===== src/rtl/instruction_fetch_unit_if.sv =====
// instruction_fetch_unit_if: single-word read bus between the fetch unit and instruction memory
// master (fetch unit): drives mem_rd_en/mem_addr, receives mem_rdata/mem_rvalid
// slave (memory): the mirror image
interface instruction_fetch_unit_if;
  logic        mem_rd_en;
  logic [31:0] mem_addr;
  logic [31:0] mem_rdata;
  logic        mem_rvalid;
  modport master (output mem_rd_en, mem_addr, input mem_rdata, mem_rvalid);
  modport slave (input mem_rd_en, mem_addr, output mem_rdata, mem_rvalid);
endinterface


===== src/rtl/instruction_fetch_unit.sv =====
// instruction_fetch_unit: multicycle fetch sequencer feeding the instruction register
// ports: clk, reset (async, active-high); fetch_req/pc_load/pc_target from control unit;
// imem read bus; instr_data/ir_control to the IR; pc, instr_pc, fetch_done, fetch_fault, busy status
module instruction_fetch_unit #(
  parameter logic [31:0] RESET_PC = 32'h0000_0000,
  parameter int TIMEOUT_CYCLES = 15
) (
  input  logic                      clk,
  input  logic                      reset,
  input  logic                      fetch_req,
  input  logic                      pc_load,
  input  logic [31:0]               pc_target,
  instruction_fetch_unit_if.master  imem,
  output logic [31:0]               instr_data,
  output logic [1:0]                ir_control,
  output logic [31:0]               pc,
  output logic [31:0]               instr_pc,
  output logic                      fetch_done,
  output logic                      fetch_fault,
  output logic                      busy
);
  localparam int CW = $clog2(TIMEOUT_CYCLES + 1);
  typedef enum logic [2:0] {IDLE, REQ, WAIT, LATCH, FAULT} state_t;
  state_t state, state_nx;
  logic [CW-1:0] cnt;
  logic [31:0] instr_buf;
  logic [1:0] fetch_lsb;
  // a same-cycle redirect supplies the fetch address, so alignment is judged on it
  assign fetch_lsb = pc_load ? pc_target[1:0] : pc[1:0];
  always_comb begin
    state_nx = state;
    case (state)
      IDLE:    state_nx = fetch_req ? (fetch_lsb == 2'b00 ? REQ : FAULT) : IDLE;
      REQ:     state_nx = WAIT;
      WAIT:    state_nx = imem.mem_rvalid ? LATCH : (cnt == CW'(TIMEOUT_CYCLES - 1) ? FAULT : WAIT);
      LATCH:   state_nx = IDLE;
      FAULT:   state_nx = pc_load ? IDLE : FAULT;
      default: state_nx = IDLE;
    endcase
  end
  always_ff @(posedge clk or posedge reset) begin
    if (reset) state <= IDLE;
    else state <= state_nx;
  end
  always_ff @(posedge clk or posedge reset) begin
    if (reset) begin
      pc <= RESET_PC;
      instr_pc <= '0;
      instr_buf <= '0;
      cnt <= '0;
    end else begin
      if ((state == IDLE || state == FAULT) && pc_load) pc <= pc_target;
      if (state == LATCH) begin
        pc <= pc + 32'd4;
        instr_pc <= pc;
      end
      if (state == REQ) cnt <= '0;
      if (state == WAIT && !imem.mem_rvalid) cnt <= cnt + CW'(1);
      if (state == WAIT && imem.mem_rvalid) instr_buf <= imem.mem_rdata;
    end
  end
  assign imem.mem_rd_en = state == REQ;
  assign imem.mem_addr = state == REQ ? pc : 32'h0;
  assign instr_data = instr_buf;
  // clear bit follows reset combinationally so the IR empties together with the system
  assign ir_control = {reset || state == FAULT, state == LATCH};
  assign fetch_done = state == LATCH;
  assign fetch_fault = state == FAULT;
  assign busy = state == REQ || state == WAIT || state == LATCH;
endmodule


===== src/flat_wrapper.sv =====
// flat-port wrapper written by rule: the top's interface ports become plain ports
module instruction_fetch_unit_flat 
#(
  parameter logic [31:0] RESET_PC = 32'h0000_0000,
  parameter int TIMEOUT_CYCLES = 15
)
  (clk, reset, fetch_req, pc_load, pc_target, instr_data, ir_control, pc, instr_pc, fetch_done, fetch_fault, busy, imem_mem_rd_en, imem_mem_addr, imem_mem_rdata, imem_mem_rvalid);
  instruction_fetch_unit_if imem_i ();
  input  logic clk;
  input  logic reset;
  input  logic fetch_req;
  input  logic pc_load;
  input  logic [31:0] pc_target;
  output logic [31:0] instr_data;
  output logic [1:0] ir_control;
  output logic [31:0] pc;
  output logic [31:0] instr_pc;
  output logic fetch_done;
  output logic fetch_fault;
  output logic busy;
  output wire logic [$bits(imem_i.mem_rd_en)-1:0] imem_mem_rd_en;
  output wire logic [$bits(imem_i.mem_addr)-1:0] imem_mem_addr;
  input wire logic [$bits(imem_i.mem_rdata)-1:0] imem_mem_rdata;
  input wire logic [$bits(imem_i.mem_rvalid)-1:0] imem_mem_rvalid;
  assign imem_mem_rd_en = imem_i.mem_rd_en;
  assign imem_mem_addr = imem_i.mem_addr;
  assign imem_i.mem_rdata = imem_mem_rdata;
  assign imem_i.mem_rvalid = imem_mem_rvalid;
  instruction_fetch_unit #(.RESET_PC(RESET_PC), .TIMEOUT_CYCLES(TIMEOUT_CYCLES)) u_core (.clk(clk), .reset(reset), .fetch_req(fetch_req), .pc_load(pc_load), .pc_target(pc_target), .imem(imem_i), .instr_data(instr_data), .ir_control(ir_control), .pc(pc), .instr_pc(instr_pc), .fetch_done(fetch_done), .fetch_fault(fetch_fault), .busy(busy));
endmodule

===== config.mk =====
export PLATFORM = sky130hd
export DESIGN_NAME = instruction_fetch_unit_flat
export DESIGN_NICKNAME = d
export VERILOG_FILES = /design/src/rtl/instruction_fetch_unit_if.sv /design/src/rtl/instruction_fetch_unit.sv /design/src/flat_wrapper.sv
export SDC_FILE = /design/constraint.sdc
export NUM_CORES = 1
export LEC_CHECK = 0
export CAP_MARGIN = 10
export CORE_ASPECT_RATIO = 1.2
export CORE_MARGIN = 2
export CORE_UTILIZATION = 45
export CTS_BUF_LIST = sky130_fd_sc_hd__clkbuf_8
export DETAILED_ROUTE_END_ITERATION = 8
export PLACE_DENSITY = 0.85
export SLEW_MARGIN = 0
export SYNTH_ARGS = -nofsm -noshare
export SYNTH_HDL_FRONTEND = slang
export SYNTH_SLANG_ARGS = --single-unit

===== constraint.sdc =====
create_clock -name clk -period 10.92 [get_ports clk]
set_clock_uncertainty 0.1 [all_clocks]
set_input_delay 3.276 -clock clk [delete_from_list [all_inputs] [get_ports clk]]
set_output_delay 3.276 -clock clk [all_outputs]
set_load 0.03 [all_outputs]

==> flow_metrics.tcl, run 1 <==
set metrics [dict create \
    antenna_found_initial 0 \
    grt_use_met2_pct 44.3 \
    fmax_mhz 125 \
    start_util_pct 46.2 \
    dieWidth_um 101 \
    outcome "finished clean" \
    grt_use_met3_pct 6.99 \
    cts-root-buf "clkbuf_8" \
    grt_pass1_wl_um 25000 \
    synth_warnings 0 \
    maxCapViolCount 0 \
    synth_edf_count 0 \
    postSynthCellCount 523 \
    power_frac_clock_pct 11.1 \
    period_needed_ns 8.02 \
    grt_max_degree 62 \
    p_comb_share_pct 55.0 \
    final_common_cell "clkdlybuf4s50_1" \
    postCtsSetupBuffers 0 \
    path_class "input port to primary output" \
    nFillCells 889 \
    seq_power_share_pct 33.9 \
    path_clk_slew_ns 0.10 \
    slew_violations 0 \
    p_int_mw 1.20 \
    ys_seq_elements 103 \
    drive_gt1_share_pct 11.2 \
    h-tree-depth 3 \
    dieArea_sq_um 12200 \
    io_pins 203 \
    coreArea_sq_um 11000 \
    numCtsBuffers 9 \
    synth_compound_area_share_pct 11.4 \
    drtAntennaViolNets 0 \
    synth_mux_area_share_pct 7.26 \
    worstSetupStartpointType "input port" \
    slew_headroom_pct 46.8 \
    synth-adder-area-share_pct 0.735 \
    grt_overflow 0 \
    die_y_um 121 \
    synth_top_family_by_area "simple AND/OR/NAND/NOR gates" \
    path_max_fanout 2 \
    rsz0062_at_grt "no" \
    worst_slew_pin_slew_ns 0.796 \
    drt_pass1_iterations 5 \
    post-route-period-util_pct 73.5 \
    vias 4854 \
    top_usage_layer "met2" \
    met1_usage_pct 31.5 \
    avgViaCountPerCell 5.74 \
    diodes 0 \
    cts_max_path_buffers 2 \
    hpwl_um 11100 \
    ys_seq_area_share_pct 50.5 \
    clock-sinks 103 \
    rows 42 \
    fin_tns_setup_ns 0 \
    ctsResizeCount 0 \
    cp-end-kind "primary output" \
    synth.avg_cell_area_sq_um 9.76 \
    drc_errors 0 \
    final_util_pct 66.8 \
    min_path_type "flop to flop" \
    synthesis.area_sq_um 5100 \
    synthXorXnorAreaFrac_pct 0.343 \
    async_reset_ff_share_pct 100 \
    arrival_ns 4.65 \
    tritoncts "built" \
    hold_buffers 0 \
    final_nets 781 \
    syn-num-nets 595 \
    switching_share_pct 47.5 \
    synth-simple-area-share_pct 25.6 \
    power_switching_mw 1.08 \
    drt_wl_total_um 15700 \
    grtUsageTotal_pct 26.1 \
    ys.flop_type "dfrtp_1" \
    wire_per_inst_um 18.5 \
    port_buffers 202 \
    peakVddDrop_uv 175 \
    hold_violations 0 \
    clk_latency_ns 0.38 \
    power_per_cell_area_nw_per_um2 309 \
    ys_types 67 \
    syn2layout_area_growth_pct 44.5 \
    gp_congestion 0.840 \
    p_leak_nw 3.21 \
    worst_ep_required_time_ns 7.54 \
    rrSetupSlack_ns 7.61 \
    drt_iter0_drc 261 \
    finalSetupViolations 0 \
    first_global_vias 4865 \
    layout_common_cells "202 x clkdlybuf4s50_1, 120 x nand2_1, 103 x dfrtp_1" \
]
[sequential cells by signal, summed over array words and instances, names as in the netlist]
name and flops:
u_core.instr_pc 32, u_core.cnt 4, u_core.instr_data 32, u_core.pc 32, u_core.state 3
[worst paths after layout]
check                                           startpoint                               end  depth (start not counted)
min in group asynchronous                            reset  u_core.instr_data[0]$_DFFE_PP0P_                          2
setup reg to reg                 u_core.state[0]$_DFF_PP0_         u_core.pc[27]$_DFFE_PP0P_                          7
hold reg to reg            u_core.instr_pc[14]$_DFFE_PP0P_   u_core.instr_pc[14]$_DFFE_PP0P_                          2
max in group asynchronous                            reset   u_core.instr_pc[14]$_DFFE_PP0P_                          3
hold / removal             u_core.instr_pc[14]$_DFFE_PP0P_   u_core.instr_pc[14]$_DFFE_PP0P_                          2
setup / recovery                                     reset                     ir_control[1]                          3
[cell usage after synthesis, drive strengths merged (2+ instances only)]
library cell | instances | area share, %
o311ai | 2 | 0.34
nand2b | 2 | 0.25
a32o | 2 | 0.39
a211oi | 3 | 0.44
o22ai | 3 | 0.37
buf | 20 | 2.4
nand2 | 123 | 9.2
nand3b | 4 | 0.83
and2 | 29 | 3.6
o21bai | 3 | 0.44
dfrtp | 103 | 51
a22oi | 5 | 0.74
nand3 | 20 | 2.2
or4 | 3 | 0.44
o21ai | 20 | 2.0
a21o | 6 | 0.88
nor2 | 26 | 1.9
and3 | 3 | 0.47
ha | 3 | 0.74
a21oi | 14 | 1.4
a41oi | 2 | 0.34
a311oi | 2 | 0.34
o32ai | 2 | 0.34
or2 | 3 | 0.37
nor4 | 6 | 1.5
clkbuf | 13 | 0.96
nor3 | 19 | 2.3
nand4 | 11 | 1.7
mux2 | 32 | 7.1
a221o | 4 | 0.78
inv | 11 | 0.81
a22o | 2 | 0.34
a31oi | 3 | 0.37
a32oi | 3 | 0.51
nor3b | 2 | 0.39
[logic make-up (layout without fill, tap and decap cells)]
logic type,Yosys count,count (layout)
simple gates,254,254
flops,103,103
compound gates,84,84
buf+inv,44,235
mux,33,33
fa+ha+maj,3,3
xor+xnor,2,2
[per-stage QoR]
step | setup slack, ns | power (mW) | cells | hold WS (ns) | instance area, sq um
finish | 2.90 | 2.28 | 846 | 0.387 | 7380
floorplan | 3.90 | 1.48 | 523 | 0.403 | 5100
detailed placement | 2.90 | 2.03 | 830 | 0.363 | 7170
CTS | 2.90 | 2.29 | 846 | 0.389 | 7380
global route | 2.86 | 2.41 | 846 | 0.407 | 7380
global placement | 2.90 | 1.99 | 830 | 0.358 | 7170
[critical path, stage by stage]
cell             delay [ns]
clkdlybuf4s50_1        0.46
or2_2                  0.31
clkdlybuf4s50_1        0.60
[routing by layer]
layer	routed length [um]	share of wire, %
met4	450	2.9
met2	7850	50
met3	1520	9.7
met5	0	0
met1	5840	37
[cell type report]
cell class	instances	area, sq um	share of cell area [%]
Clock inverter	7	78.8	1.07
Clock buffer	9	124	1.68
Timing Repair Buffer	208	2070	28.0
Inverter	11	43.8	0.594
Tap cell	132	165	2.24
Sequential cell	103	2580	34.9
Multi-Input combinational cell	376	2320	31.5
[power by group through the flow]
stage / Combinational [mW] / Sequential (mW) / Clock [mW]
after floorplan: 0.432 / 1.05 / 0
after global placement: 1.23 / 0.764 / 0
after detailed placement: 1.26 / 0.779 / 0
after CTS: 1.26 / 0.772 / 0.257
after global routing: 1.33 / 0.803 / 0.276
final: 1.26 / 0.773 / 0.253
No activity file was read; power rests on OpenSTA's default activity.
==> inputs of run 2 (changes only) <==
--- a/config.mk
+++ b/config.mk
@@ -8,10 +8,10 @@
 export CAP_MARGIN = 10
 export CORE_ASPECT_RATIO = 1.2
 export CORE_MARGIN = 2
-export CORE_UTILIZATION = 45
+export CORE_UTILIZATION = 41
 export CTS_BUF_LIST = sky130_fd_sc_hd__clkbuf_8
 export DETAILED_ROUTE_END_ITERATION = 8
-export PLACE_DENSITY = 0.85
+export PLACE_DENSITY = 0.81
 export SLEW_MARGIN = 0
 export SYNTH_ARGS = -nofsm -noshare
 export SYNTH_HDL_FRONTEND = slang
==> constraint.sdc (replaced) <==
create_clock -name clk -period 6.5 [get_ports clk]
set_clock_uncertainty 0.1 [all_clocks]
set_input_delay 1.95 -clock clk [delete_from_list [all_inputs] [get_ports clk]]
set_output_delay 1.95 -clock clk [all_outputs]
set_load 0.03 [all_outputs]
==> run 2 against run 1 <==
  * Die area rose by 9.4%
  * Sequential power rose by 68%
  * Core utilization fell by 5.8 points
  * Critical path depth rose by 1
  * Sequential cell count did not move
  * Register-to-register slack got worse by 4.4 ns
  * Clock-buffer cell count did not move
  * Wire length fell by 2.7%
  * Combinational power rose by 67%
==> flow_metrics.tcl, run 2 (same netlist as run 1, synthesis figures left out) <==
set metrics [dict create \
    dieArea_sq_um 13400 \
    hpwl_um 10900 \
    fin_tns_setup_ns 0 \
    coreArea_sq_um 12100 \
    antenna_found_initial 0 \
    post-route-period-util_pct 82.6 \
    avgViaCountPerCell 5.34 \
    path_max_fanout 27 \
    dpl_worst_slack_ns 1.14 \
    hold_violations 0 \
    maxCapViolCount 0 \
    p_comb_share_pct 55.2 \
    syn2layout_area_growth_pct 44.9 \
    power_switching_mw 1.80 \
    cp-end-kind "primary output" \
    min_path_type "flop to flop" \
    ctsResizeCount 0 \
    vias 4663 \
    die_y_um 126 \
    worst_slew_pin_slew_ns 1.13 \
    reg2reg_from "u_core.state[1]$_DFF_PP0_" \
    grt_overflow 0 \
    grtUsageTotal_pct 22.9 \
    slew_headroom_pct 24.7 \
    final_common_cell "clkdlybuf4s50_1" \
    setup_ws_ns 1.13 \
    gp_congestion 0.811 \
    drt_wl_total_um 15200 \
    cts_max_path_buffers 2 \
    critical_path.startpoint "u_core.state[0]$_DFF_PP0_" \
    start_util_pct 42.1 \
    first_global_vias 4874 \
    port_buffers 202 \
    worst_ep_required_time_ns 4.45 \
    drive_gt1_share_pct 11.1 \
    hold_start "u_core.instr_pc[16]$_DFFE_PP0P_" \
    numCtsBuffers 9 \
    p_leak_nw 3.20 \
    holdPathStages 2 \
    drt_pass1_iterations 5 \
    reg2regPathDepth 7 \
    hold_end "u_core.instr_pc[16]$_DFFE_PP0P_" \
    crit_family "simple AND/OR/NAND/NOR gates" \
    cts-root-buf "clkbuf_8" \
    peakVddDrop_uv 261 \
    path_class "flop to primary output" \
    drtAntennaViolNets 0 \
    path_cells "nand2b_1 -> nor2_2 -> and2_2 -> clkdlybuf4s50_1" \
    worstSetupStartpointType "flop" \
    seq_power_share_pct 34.1 \
    rsz0062_at_grt "no" \
    clk_latency_ns 0.37 \
    nFillCells 1010 \
    p_int_mw 2.00 \
    met1_usage_pct 27.9 \
    critical_path_depth 4 \
    power_per_cell_area_nw_per_um2 514 \
    layout_common_cells "202 x clkdlybuf4s50_1, 120 x nand2_1, 103 x dfrtp_1" \
    hold_buffers 0 \
    outcome "finished clean" \
    tritoncts "built" \
    r2r_end "u_core.pc[27]$_DFFE_PP0P_" \
    final_nets 780 \
    period_needed_ns 5.37 \
    diodes 0 \
    switching_share_pct 47.3 \
    clock-sinks 103 \
    slew_violations 0 \
    dieWidth_um 106 \
    drt_iter0_drc 275 \
    fmax_mhz 186 \
    rrSetupSlack_ns 3.23 \
    crit_path_top_delay_cell "nor2_2" \
    io_pins 203 \
    drc_errors 0 \
    grt_pass1_wl_um 24400 \
    rows 44 \
    path_clk_slew_ns 0.10 \
    power_frac_clock_pct 10.7 \
    arrival_ns 3.32 \
    finalSetupViolations 0 \
    grt_use_met2_pct 38.9 \
    cp_num_buf_inv 1 \
    wire_per_inst_um 17.4 \
    grt_max_degree 67 \
    postCtsSetupBuffers 0 \
    grt_use_met3_pct 5.59 \
    h-tree-depth 3 \
    top_usage_layer "met2" \
    max_stage_delay_ns 0.93 \
]
## run 2: how the worst max path moves through the flow
stage                     slack, ns                   endpoint
after global routing           0.92          imem_mem_addr[12]
final                          1.13          imem_mem_addr[12]
after CTS                      1.09          imem_mem_addr[12]
after floorplan                1.75  u_core.cnt[0]$_DFFE_PP0P_
after global placement         1.14              ir_control[1]
after detailed placement       1.14              ir_control[1]
## run 2: power by group through the flow
stage	registers, mW	clock network [mW]	logic (mW)
2_1_floorplan	1.76	0	0.726
4_1_cts	1.29	0.414	2.12
3_3_place_gp	1.28	0	2.07
6_report	1.30	0.405	2.10
5_1_grt	1.35	0.440	2.22
3_5_place_dp	1.30	0	2.11
## run 2: layout make-up
cell class / count / area (sq um) / share of cell area (%)
flip-flops and latches: 103 / 2580 / 34.9
multi-input cells: 376 / 2320 / 31.4
repair buffers: 207 / 2060 / 27.9
well taps: 161 / 201 / 2.72
clock buffers: 9 / 124 / 1.68
clock inverters: 7 / 65.1 / 0.880
inverters: 11 / 43.8 / 0.592
## run 2: worst register-to-register path: stages (launching register included)
cell      delay [ns]
dfrtp_1         0.69
nand3b_4        0.66
inv_2           0.27
buf_4           0.48
nor2_1          0.25
buf_4           0.24
a21o_1          0.17
a221o_1         0.29
## run 2: through the flow
stage | hold slack, ns | power (mW) | instance area [sq um] | cells | utilization (%)
6_report | 0.383 | 3.80 | 7390 | 874 | 61.1
5_1_grt | 0.412 | 4.01 | 7390 | 874 | 61.1
4_1_cts | 0.387 | 3.82 | 7390 | 874 | 61.1
3_5_place_dp | 0.362 | 3.41 | 7210 | 858 | 59.5
3_3_place_gp | 0.357 | 3.35 | 7210 | 858 | 59.5
2_1_floorplan | 0.403 | 2.49 | 5100 | 523 | -
## run 2: per-layer routing
layer | vias to the layer above | wire, um
met5 | - | 0
met4 | 0 | 376
met3 | 22 | 1250
met2 | 218 | 7490
met1 | 2233 | 6130
li1 | 2190 | -
